**config.mk**
```make
export PLATFORM = sky130hd
export DESIGN_NAME = sevenseg_scan
export DESIGN_NICKNAME = d
export VERILOG_FILES = /design/src/rtl/sevenseg_scan.sv
export SDC_FILE = /design/constraint.sdc
export NUM_CORES = 1
export LEC_CHECK = 0
export CELL_PAD_IN_SITES_DETAIL_PLACEMENT = 1
export CELL_PAD_IN_SITES_GLOBAL_PLACEMENT = 2
export CORE_ASPECT_RATIO = 0.5
export CORE_MARGIN = 2
export CORE_UTILIZATION = 39
export CTS_CLUSTER_DIAMETER = 40
export DETAILED_ROUTE_END_ITERATION = 7
export HOLD_SLACK_MARGIN = 0.15
export PLACE_DENSITY = 0.87
export SLEW_MARGIN = 10
export SYNTH_ARGS = -nofsm -noshare
export SYNTH_HDL_FRONTEND = slang
export SYNTH_SLANG_ARGS = --single-unit
export TNS_END_PERCENT = 30
```
**constraint.sdc**
```tcl
create_clock -name clk -period 2.7 [get_ports clk]
set_input_delay 0.54 -clock clk [delete_from_list [all_inputs] [get_ports clk]]
set_output_delay 0.54 -clock clk [all_outputs]
set_load 0.03 [all_outputs]
```
**src/rtl/sevenseg_scan.sv**
```systemverilog
// sevenseg_scan: time-multiplexed hex driver for a bank of common-anode
// seven-segment digits.
//
// A double-buffered display value (shadow -> active) is committed only on a
// frame wrap, so a frame never mixes two values. One digit is lit at a time
// for PRESCALE clk cycles. Nibbles decode to active-low segments.
//
// Optional feature: define SEVENSEG_SCAN_LZB_EN for leading-zero blanking.
// Digits above the most significant nonzero nibble go dark, digit 0 never.
//
// Ports:
//   clk, rst_n      clock, asynchronous active-low reset
//   load            one-cycle strobe capturing value_in/dp_in/blank_in
//   value_in        nibble i = digit i (digit 0 rightmost)
//   dp_in           1 = decimal point lit for digit i
//   blank_in        1 = digit i forced dark
//   out_ssd         segments g..a, active-low (7F = dark)
//   out_dp          decimal point, active-low
//   digit_en        one-hot digit enable, polarity per ANODE_ACTIVE_LOW
//   pending         shadow holds a value not yet displayed
//   frame_done      one-cycle pulse after the scan wraps to digit 0
module sevenseg_scan #(
  parameter int NUM_DIGITS       = 4,
  parameter int PRESCALE         = 50000,
  parameter int ANODE_ACTIVE_LOW = 1
) (
  input  logic                    clk,
  input  logic                    rst_n,
  input  logic                    load,
  input  logic [4*NUM_DIGITS-1:0] value_in,
  input  logic [NUM_DIGITS-1:0]   dp_in,
  input  logic [NUM_DIGITS-1:0]   blank_in,
  output logic [6:0]              out_ssd,
  output logic                    out_dp,
  output logic [NUM_DIGITS-1:0]   digit_en,
  output logic                    pending,
  output logic                    frame_done
);

  localparam int PW = (PRESCALE > 1) ? $clog2(PRESCALE) : 1;
  localparam int IW = (NUM_DIGITS > 1) ? $clog2(NUM_DIGITS) : 1;
  localparam logic [PW-1:0] PCNT_MAX = PW'(PRESCALE - 1);
  localparam logic [IW-1:0] IDX_MAX  = IW'(NUM_DIGITS - 1);
  localparam logic [NUM_DIGITS-1:0] EN_OFF =
    (ANODE_ACTIVE_LOW != 0) ? '1 : '0;

  logic [PW-1:0] pcnt;
  logic [IW-1:0] idx;
  logic          tick, wrap;

  logic [NUM_DIGITS-1:0][3:0] sh_val, act_val;
  logic [NUM_DIGITS-1:0]      sh_dp, sh_blank, act_dp, act_blank;
  logic [NUM_DIGITS-1:0]      lz, onehot;
  logic                       dark;
  logic [3:0]                 nib;

  assign tick = (pcnt == PCNT_MAX);
  assign wrap = tick && (idx == IDX_MAX);

  function automatic logic [6:0] seg7(input logic [3:0] x);
    case (x)
      4'h0: seg7 = 7'h40; 4'h1: seg7 = 7'h79; 4'h2: seg7 = 7'h24;
      4'h3: seg7 = 7'h30; 4'h4: seg7 = 7'h19; 4'h5: seg7 = 7'h12;
      4'h6: seg7 = 7'h02; 4'h7: seg7 = 7'h78; 4'h8: seg7 = 7'h00;
      4'h9: seg7 = 7'h10; 4'hA: seg7 = 7'h08; 4'hB: seg7 = 7'h03;
      4'hC: seg7 = 7'h46; 4'hD: seg7 = 7'h21; 4'hE: seg7 = 7'h06;
      default: seg7 = 7'h0E;
    endcase
  endfunction

  // Leading-zero mask: a digit is dark while every nibble at or above it is 0.
`ifdef SEVENSEG_SCAN_LZB_EN
  always_comb begin
    logic seen;
    lz   = '0;
    seen = 1'b0;
    for (int i = NUM_DIGITS - 1; i >= 1; i--) begin
      seen  = seen | (act_val[i] != 4'h0);
      lz[i] = !seen;
    end
  end
`else
  assign lz = '0;
`endif

  assign nib    = act_val[idx];
  assign dark   = act_blank[idx] | lz[idx];
  assign onehot = NUM_DIGITS'(1) << idx;

  // Scan counters
  always_ff @(posedge clk or negedge rst_n) begin
    if (!rst_n) begin
      pcnt <= '0;
      idx  <= '0;
    end else begin
      pcnt <= tick ? '0 : pcnt + PW'(1);
      if (wrap)      idx <= '0;
      else if (tick) idx <= idx + IW'(1);
    end
  end

  // Double buffer. A load coinciding with the wrap bypasses the shadow so the
  // newest value is never left stranded behind a stale commit.
  always_ff @(posedge clk or negedge rst_n) begin
    if (!rst_n) begin
      sh_val    <= '0;
      sh_dp     <= '0;
      sh_blank  <= '0;
      act_val   <= '0;
      act_dp    <= '0;
      act_blank <= '0;
      pending   <= 1'b0;
    end else begin
      if (load) begin
        sh_val   <= value_in;
        sh_dp    <= dp_in;
        sh_blank <= blank_in;
      end
      if (wrap && load) begin
        act_val   <= value_in;
        act_dp    <= dp_in;
        act_blank <= blank_in;
      end else if (wrap && pending) begin
        act_val   <= sh_val;
        act_dp    <= sh_dp;
        act_blank <= sh_blank;
      end
      if (wrap)      pending <= 1'b0;
      else if (load) pending <= 1'b1;
    end
  end

  // Registered display outputs for the digit currently indexed
  always_ff @(posedge clk or negedge rst_n) begin
    if (!rst_n) begin
      out_ssd    <= 7'h7F;
      out_dp     <= 1'b1;
      digit_en   <= EN_OFF;
      frame_done <= 1'b0;
    end else begin
      out_ssd    <= dark ? 7'h7F : seg7(nib);
      out_dp     <= dark | ~act_dp[idx];
      digit_en   <= (ANODE_ACTIVE_LOW != 0) ? ~onehot : onehot;
      frame_done <= wrap;
    end
  end

endmodule

```
; After elaboration in Yosys (flattened, before gate mapping)
; Memories as Yosys holds them, arrays and structs flattened.
; Cells that the tools add are included.
[op_classes]
n_addsub = 2
mux = 20
n_eq_ne = 2
n_shift = 1
magnitude_cmp = 1
bitwise_logic = 4
n_reduce_logical = 6
[op_table]
columns = cell, count
row1 = two-way mux 16 bit, 3
row2 = two-way mux 4 bit, 5
row3 = adder 16 x 1 -> 16 bit (second input constant), 1
row4 = == test 16 bit (second input constant), 1
row5 = binary-select mux 4 bit (select 2 bit), 1
row6 = two-way mux 7 bit, 1
row7 = binary-select mux 1 bit (select 2 bit), 3
row8 = nonzero test 2 bit, 3
row9 = two-way mux 1 bit, 5
row10 = two-way mux 2 bit, 2
row11 = inverter 4 bit, 1
row12 = << shifter 1 x 2 -> 4 bit (first input constant), 1
row13 = logical AND 1 bit, 3
row14 = < comparator 2 x 3 -> 1 bit (second input constant), 1
row15 = adder 2 x 1 -> 2 bit (second input constant), 1
row16 = == test 2 bit (second input constant), 1
row17 = OR 1 bit, 2
row18 = inverter 1 bit, 1
[word_totals]
romBits = 112
mem_count = 1
reg_bits = 80
input_bits = 27
wordCells = 56
[memory_table]
columns = name, depth, word_bits, read_ports, rd_ports_with_merged_regs, wr, line_no
row1 = (name not given), 16, 7, 1, 0, 0, 61  ; case (x)

; Longest topological paths before layout
; Gate-level depths: netlist of run 1.
[logic_depth]
depth_word = 5
ltp_mapped = 8
ltp_nobuf = 6

; Worst setup path after synthesis of run 1
; Ideal clock, no wire load.
[synth_path]
path_type = flip-flop to flip-flop
startpoint = register pcnt[11]
endpoint = register act_blank[0]
setup_time_ns = 0.125
synth_period_minus_slack_ns = 2.365
slack_ns = 0.335
arrival_time_ns = 2.239
t_required_ns = 2.575
path_stages_with_launch = 7
cell_sequence = dfrtp_1 or4b_4 or4b_1 buf_2 o21bai_4 buf_6 mux2_4
[synth_between]
elab_chain_len = 4
[synth_lines]
columns = item, line_no
row1 = "start, declared", 47  ; logic [PW-1:0] pcnt;
row2 = "start signal, assigned", 96  ; pcnt <= tick ? '0 : pcnt + PW'(1);
row3 = == test 16 bit *, 57  ; assign tick = (pcnt == PCNT_MAX);
row4 = logical AND 1 bit *, 58  ; assign wrap = tick && (idx == IDX_MAX);
row5 = logical AND 1 bit (on tied branches), "119, 123"
row6 = two-way mux 4 bit or nonzero test 2 bit (tied branches), n/a
row7 = "end signal, assigned", 122  ; act_blank <= blank_in;
row8 = "end signal, assigned", 126  ; act_blank <= sh_blank;
row9 = "end, declared", 52  ; logic [NUM_DIGITS-1:0] sh_dp, sh_blank, act_dp, act_blank;
; Every way passes the cells marked *; elsewhere a longest branch is shown, timed or not.
; A chain may end at the register's enable or synchronous reset.

; Worst setup path after layout of run 1
[layout_path]
startpoint = register pcnt[4]
endpoint = register act_blank[2]
; Same word-level chain as after synthesis.

==> impl_metrics.py, run 1 <==
metrics = {
    "place": {
        "placed_cells": 433,
        "place_congestion": 0.825,
        "port_buffers": 40,
        "placed_area_sq_mm": 0.00421,
        "hpwlAfterDp_mm": 5.68,
    },
    "sta": {
        "max_freq_mhz": 412,
        "rsz0062_at_grt": "false",
        "setup_tns_ns": 0,
        "report.final.slew_viol_count": 0,
        "min_period_ns": 2.43,
        "setup_viol": 0,
        "fin_crit_sh_pct": 90.0,
        "maxSlewHeadroom_pct": 41.8,
        "worst_slew_pin_slew_ns": 0.871,
        "hold_viol": 0,
        "fin_skew_ns": 0.00795,
    },
    "pwr": {
        "seqPwrFrac_pct": 47.0,
        "p_sw_uw": 622,
        "leakagePower_nw": 1.91,
        "peakVddDrop_uv": 364,
        "power.clock.fraction_pct": 44.2,
        "comb_power_share_pct": 8.8,
        "internal_power_mw": 2.13,
        "switching_share_pct": 22.6,
        "power_per_cell_area_mw_per_mm2": 611,
        "p_total_mw": 2.75,
    },
    "floorplan": {
        "die_area_sq_mm": 0.0102,
        "coreArea_sq_mm": 0.00892,
        "die_y_um": 72.5,
        "die_w_um": 141,
        "start_util_pct": 41.1,
        "pin_count": 41,
        "fp-row-count": 24,
    },
    "final_layout": {
        "fin_cells": 449,
        "final_common_cell": "dfrtp_1",
        "diodes": 0,
        "final_cell_mix": "dfrtp_1 (68), clkdlybuf4s50_1 (39), mux2_2 (28)",
        "utilization_pct": 50.5,
        "nFillCells": 918,
        "drive_gt1_share_pct": 24.7,
        "syn_to_final_growth_pct": 23.0,
        "layout.nets": 365,
        "design_area_sq_mm": 0.00451,
    },
    "logic_synthesis": {
        "ys_seq_area_share_pct": 55.1,
        "ys.flop_type": "dfrtp_1",
        "synthesis.area_sq_mm": 0.00366,
        "ys_warn_count": 0,
        "synth_edf_count": 0,
        "async_reset_ff_share_pct": 100,
        "synth_seq_cells": 80,
        "synth_cell_types": 51,
        "syn_nets": 319,
        "syn_inst": 281,
        "avgSynthCellArea_sq_um": 13.0,
    },
    "setup_path": {
        "end_kind": "flip-flop",
        "r2r_slack_ns": 0.27,
        "arrival_ns": 2.65,
        "crit_path_max_fanout": 23,
        "required_ns": 2.92,
        "crit_type": "flip-flop to flip-flop",
        "start_kind": "flip-flop",
    },
    "run_status": {
        "status": "finished clean",
    },
    "grt": {
        "antenna_found_initial": 0,
        "grt_pass1_wl_mm": 13.7,
        "grt-ovfl-total": 0,
        "grt_max_degree": 52,
        "grtUsageTotal_pct": 17.5,
        "grt_pass1_vias": 2689,
    },
    "routing": {
        "first_pass_iters": 4,
        "drtAntennaViolNets": 0,
        "dr_total_vias": 2413,
        "routed_wl_mm": 8.01,
        "drtIter0Drc": 111,
        "drc": 0,
        "drt-vias-per-instance": 5.37,
        "route.detailed.wl_per_inst_um": 17.8,
    },
    "clocking": {
        "clkLatencyLatePin_ns": 0.34,
        "cts_resized": 0,
        "post-cts-setup-buffer-count": 0,
        "path_clk_slew_ns": 0.06,
        "cts_buffer_depth": 2,
        "cts_hold_buf": 0,
        "cts_tree": "done",
        "h-tree-depth": 3,
        "clockRootBuffer": "clkbuf_16",
        "cts_buffers": 9,
        "cts_sinks": 80,
    },
    "job": {
        "cap_viol_max_count": 0,
    },
    "hold_path": {
        "min_path_type": "input port to async pin",
    },
}
[kinds of logic after synthesis]
kind of cell / Yosys count / share of synthesized area (%)
DFF: 80 / 55.1
muxes: 44 / 15.8
and+or+nand+nor: 59 / 9.43
buffers and inverters: 29 / 3.52
AOI/OAI and AO/OA: 47 / 9.84
adders and majority gates: 11 / 3.76
xor gates and xnor gates: 11 / 2.63
[state kept, by name (all words and copies together) (netlist names)]
signal and flops:
sh_dp 4, digit_en 4, act_blank 4, pending 1, out_dp 1, act_val 16
idx 2, out_ssd 7, act_dp 4, sh_blank 4, frame_done 1, sh_val 16
pcnt 16
[power by group through the flow]
| stage | Sequential [mW] | Clock [mW] | Combinational [mW] |
|---|---|---|---|
| final | 1.29 | 1.22 | 0.242 |
| after global routing | 1.30 | 1.29 | 0.265 |
| after CTS | 1.30 | 1.24 | 0.247 |
| after detailed placement | 1.32 | 0 | 0.244 |
| after global placement | 1.31 | 0 | 0.235 |
| after floorplan | 1.33 | 0 | 0.109 |
[cell usage after synthesis, drive strengths merged, types with 2 or more instances]
| cell | n | area share (%) |
|---|---|---|
| nand4b | 2 | 0.48 |
| a21oi | 3 | 0.41 |
| dfrtp | 68 | 46 |
| and4 | 3 | 0.72 |
| o21ai | 6 | 0.82 |
| ha | 11 | 3.8 |
| mux4 | 5 | 3.1 |
| o221ai | 4 | 0.96 |
| and3 | 3 | 0.51 |
| clkbuf | 10 | 1.0 |
| dfstp | 12 | 8.6 |
| o211ai | 2 | 0.41 |
| nand2 | 11 | 1.1 |
| nand3 | 8 | 1.1 |
| nand4 | 4 | 0.68 |
| or4b | 3 | 0.92 |
| mux2i | 3 | 0.82 |
| inv | 14 | 1.4 |
| nor2 | 9 | 0.92 |
| xor2 | 5 | 1.2 |
| xnor2 | 6 | 1.4 |
| mux2 | 36 | 12 |
| buf | 5 | 1.1 |
| o2bb2ai | 11 | 2.6 |
| a211oi | 2 | 0.41 |
| nor3 | 2 | 0.27 |
| a22oi | 11 | 2.3 |
| nor2b | 4 | 0.68 |
| nand2b | 2 | 0.34 |
[metal layers]
metal | up-vias | track usage (%) | wire length (um)
met4 | 0 | 6.67 | 128
li1 | 1121 | - | -
met1 | 1245 | 20.6 | 3630
met5 | - | 0 | 0
met2 | 34 | 31.2 | 4000
met3 | 13 | 4.62 | 257
[stage by stage]
step,worst slack (ns),hold WS [ns]
floorplan,0.335,0.244
global placement,0.336,0.466
detailed placement,0.264,0.472
CTS,0.269,0.251
global route,0.191,0.277
finish,0.271,0.228
[layout make-up]
| type | count | area (sq um) | share of cell area (%) |
|---|---|---|---|
| Clock buffer | 11 | 243 | 5.39 |
| Inverter | 14 | 52.6 | 1.17 |
| Multi-Input combinational cell | 172 | 1520 | 33.7 |
| Clock inverter | 5 | 56.3 | 1.25 |
| Tap cell | 117 | 146 | 3.25 |
| Timing Repair Buffer | 50 | 473 | 10.5 |
| Sequential cell | 80 | 2020 | 44.8 |
[critical path, cell delays in order, from the launching register on]
cell,delay [ns]
dfrtp_1,0.43
or4b_1,0.58
or4b_1,0.55
o21bai_4,0.36
mux2_4,0.38
[path summary, 6_finish.rpt]
check | depth (start not counted) | start | to
setup / recovery | 4 | pcnt[4]$_DFF_PN0_ | act_blank[2]$_DFFE_PN0P_
hold / removal | 1 | rst_n | pcnt[6]$_DFF_PN0_
setup reg to reg | 4 | pcnt[4]$_DFF_PN0_ | act_blank[2]$_DFFE_PN0P_
hold reg to reg | 1 | act_val[11]$_DFFE_PN0P_ | act_val[11]$_DFFE_PN0P_
max in group asynchronous | 2 | rst_n | out_ssd[4]$_DFF_PN1_
min in group clk | 1 | act_val[11]$_DFFE_PN0P_ | act_val[11]$_DFFE_PN0P_
Power figures use the tool's default switching activity.
==> run 2: changes to the inputs <==
--- a/config.mk
+++ b/config.mk
@@ -7,10 +7,11 @@
 export LEC_CHECK = 0
 export CELL_PAD_IN_SITES_DETAIL_PLACEMENT = 1
 export CELL_PAD_IN_SITES_GLOBAL_PLACEMENT = 2
-export CORE_ASPECT_RATIO = 0.5
+export CORE_ASPECT_RATIO = 0.9
 export CORE_MARGIN = 2
 export CORE_UTILIZATION = 39
 export CTS_CLUSTER_DIAMETER = 40
+export CTS_CLUSTER_SIZE = 10
 export DETAILED_ROUTE_END_ITERATION = 7
 export HOLD_SLACK_MARGIN = 0.15
 export PLACE_DENSITY = 0.87
==> impl_metrics.py, run 2 (same netlist as run 1, synthesis figures left out) <==
metrics = {
    "hold_path": {
        "min_path_type": "input port to async pin",
    },
    "floorplan": {
        "coreArea_sq_mm": 0.00913,
        "pin_count": 41,
        "start_util_pct": 40.1,
        "die_y_um": 95.9,
        "die_area_sq_mm": 0.0102,
        "fp-row-count": 33,
        "die_w_um": 106,
    },
    "clocking": {
        "cts_buffers": 9,
        "clockRootBuffer": "clkbuf_8",
        "cts_resized": 0,
        "cts_tree": "done",
        "cts_hold_buf": 0,
        "cts_buffer_depth": 2,
        "clkLatencyLatePin_ns": 0.36,
        "cts_sinks": 80,
        "post-cts-setup-buffer-count": 0,
        "h-tree-depth": 3,
        "path_clk_slew_ns": 0.09,
    },
    "setup_path": {
        "timing.critical_path.buf_inv": 0,
        "required_ns": 2.95,
        "arrival_ns": 2.65,
        "start_kind": "flip-flop",
        "end_kind": "flip-flop",
        "crit_chain": "or4b_1 > or4b_1 > o21bai_4 > mux2_4",
        "cpMostUsedCell": "or4b_1",
        "crit_path_max_fanout": 23,
        "cpMaxStageDelayCell": "or4b_1",
        "crit_type": "flip-flop to flip-flop",
        "cpPeakStageDelay_ns": 0.58,
        "cp_top_family": "simple AND/OR/NAND/NOR gates",
    },
    "sta": {
        "rsz0062_at_grt": "false",
        "worst_slew_pin_slew_ns": 0.968,
        "min_period_ns": 2.40,
        "max_freq_mhz": 416,
        "hold_viol": 0,
        "setup_viol": 0,
        "maxSlewHeadroom_pct": 35.4,
        "setup_tns_ns": 0,
        "report.final.slew_viol_count": 0,
        "fin_skew_ns": 0.0176,
        "fin_crit_sh_pct": 89.0,
        "layout_setup_ws_ns": 0.298,
    },
    "routing": {
        "drc": 0,
        "drtIter0Drc": 101,
        "routed_wl_mm": 7.41,
        "drtAntennaViolNets": 0,
        "route.detailed.wl_per_inst_um": 16.4,
        "first_pass_iters": 4,
        "drt-vias-per-instance": 5.24,
        "dr_total_vias": 2367,
    },
    "place": {
        "placed_cells": 436,
        "dp_slack_ns": 0.286,
        "placed_area_sq_mm": 0.00419,
        "hpwlAfterDp_mm": 5.13,
        "place_congestion": 0.812,
        "port_buffers": 40,
    },
    "final_layout": {
        "drive_gt1_share_pct": 24.8,
        "final_cell_mix": "dfrtp_1 (68), clkdlybuf4s50_1 (38), mux2_2 (28)",
        "diodes": 0,
        "fin_cells": 452,
        "reg.largest.list": "act_val (16), pcnt (16), sh_val (16)",
        "layout.nets": 363,
        "design_area_sq_mm": 0.00442,
        "final_common_cell": "dfrtp_1",
        "nFillCells": 951,
        "syn_to_final_growth_pct": 20.7,
    },
    "grt": {
        "grt_pass1_wl_mm": 12.4,
        "grtUsageTotal_pct": 16.1,
        "antenna_found_initial": 0,
        "grt-ovfl-total": 0,
        "grt_pass1_vias": 2427,
        "grt_max_degree": 81,
    },
    "pwr": {
        "leakagePower_nw": 1.87,
        "power_per_cell_area_mw_per_mm2": 577,
        "peakVddDrop_uv": 245,
        "p_total_mw": 2.55,
    },
    "run_status": {
        "status": "finished clean",
    },
    "job": {
        "cap_viol_max_count": 0,
    },
}
-- run 2: changes by cell type in the layout (fill, tap and decap cells not counted), sizes merged --
| cell | delta |
|---|---|
| clkinv | -3 |
| inv | +5 |
| clkdlybuf4s50 | -1 |
| buf | -1 |
| bufinv | +1 |
| clkbuf | -2 |
| clkinvlp | -1 |
-- run 2: final cells by class --
type	instances	area (sq um)	share of cell area (%)
Clock buffer	9	124	2.80
Clock inverter	7	106	2.40
Inverter	14	52.6	1.19
Multi-Input combinational cell	172	1520	34.3
Sequential cell	80	2020	45.6
Tap cell	122	153	3.45
Timing Repair Buffer	48	453	10.2
-- run 2: worst reg2reg max path: stages, from the launching register on --
cell      delay, ns
dfrtp_1        0.43
or4b_1         0.58
or4b_1         0.54
o21bai_4       0.36
mux2_4         0.38
-- run 2: metal layers --
metal  vias up  track usage (%)  routed length, um
met5         -                0                  0
met1      1201             21.9               3590
met3        11             2.57                241
li1       1108                -                  -
met4         0             7.89                159
met2        47             25.4               3420
-- run 2: per-stage QoR --
step	util, %	hold slack [ns]
6_report	48.5	0.328
5_1_grt	48.5	0.414
4_1_cts	48.5	0.376
3_5_place_dp	45.9	0.478
3_3_place_gp	45.9	0.468
2_1_floorplan	-	0.244
-- run 2: final timing paths --
path                                          from                  endpoint  slack, ns  cells past startpoint
setup reg to reg                 pcnt[4]$_DFF_PN0_  act_blank[2]$_DFFE_PN0P_       0.30                      4
hold reg to reg            act_val[14]$_DFFE_PN0P_   act_val[14]$_DFFE_PN0P_       0.50                      1
max in group asynchronous                    rst_n  act_blank[3]$_DFFE_PN0P_       1.75                      1
hold / removal                               rst_n        pcnt[14]$_DFF_PN0_       0.33                      1
min in group clk           act_val[14]$_DFFE_PN0P_   act_val[14]$_DFFE_PN0P_       0.50                      1
setup / recovery                 pcnt[4]$_DFF_PN0_  act_blank[2]$_DFFE_PN0P_       0.30                      4
-- run 2: power by group --
group          leakage, nW  internal (mW)  switching (mW)
logic                0.779          0.121           0.117
clock network        0.117          0.540           0.485
registers            0.979           1.27          0.0250
total                 1.87           1.93           0.627
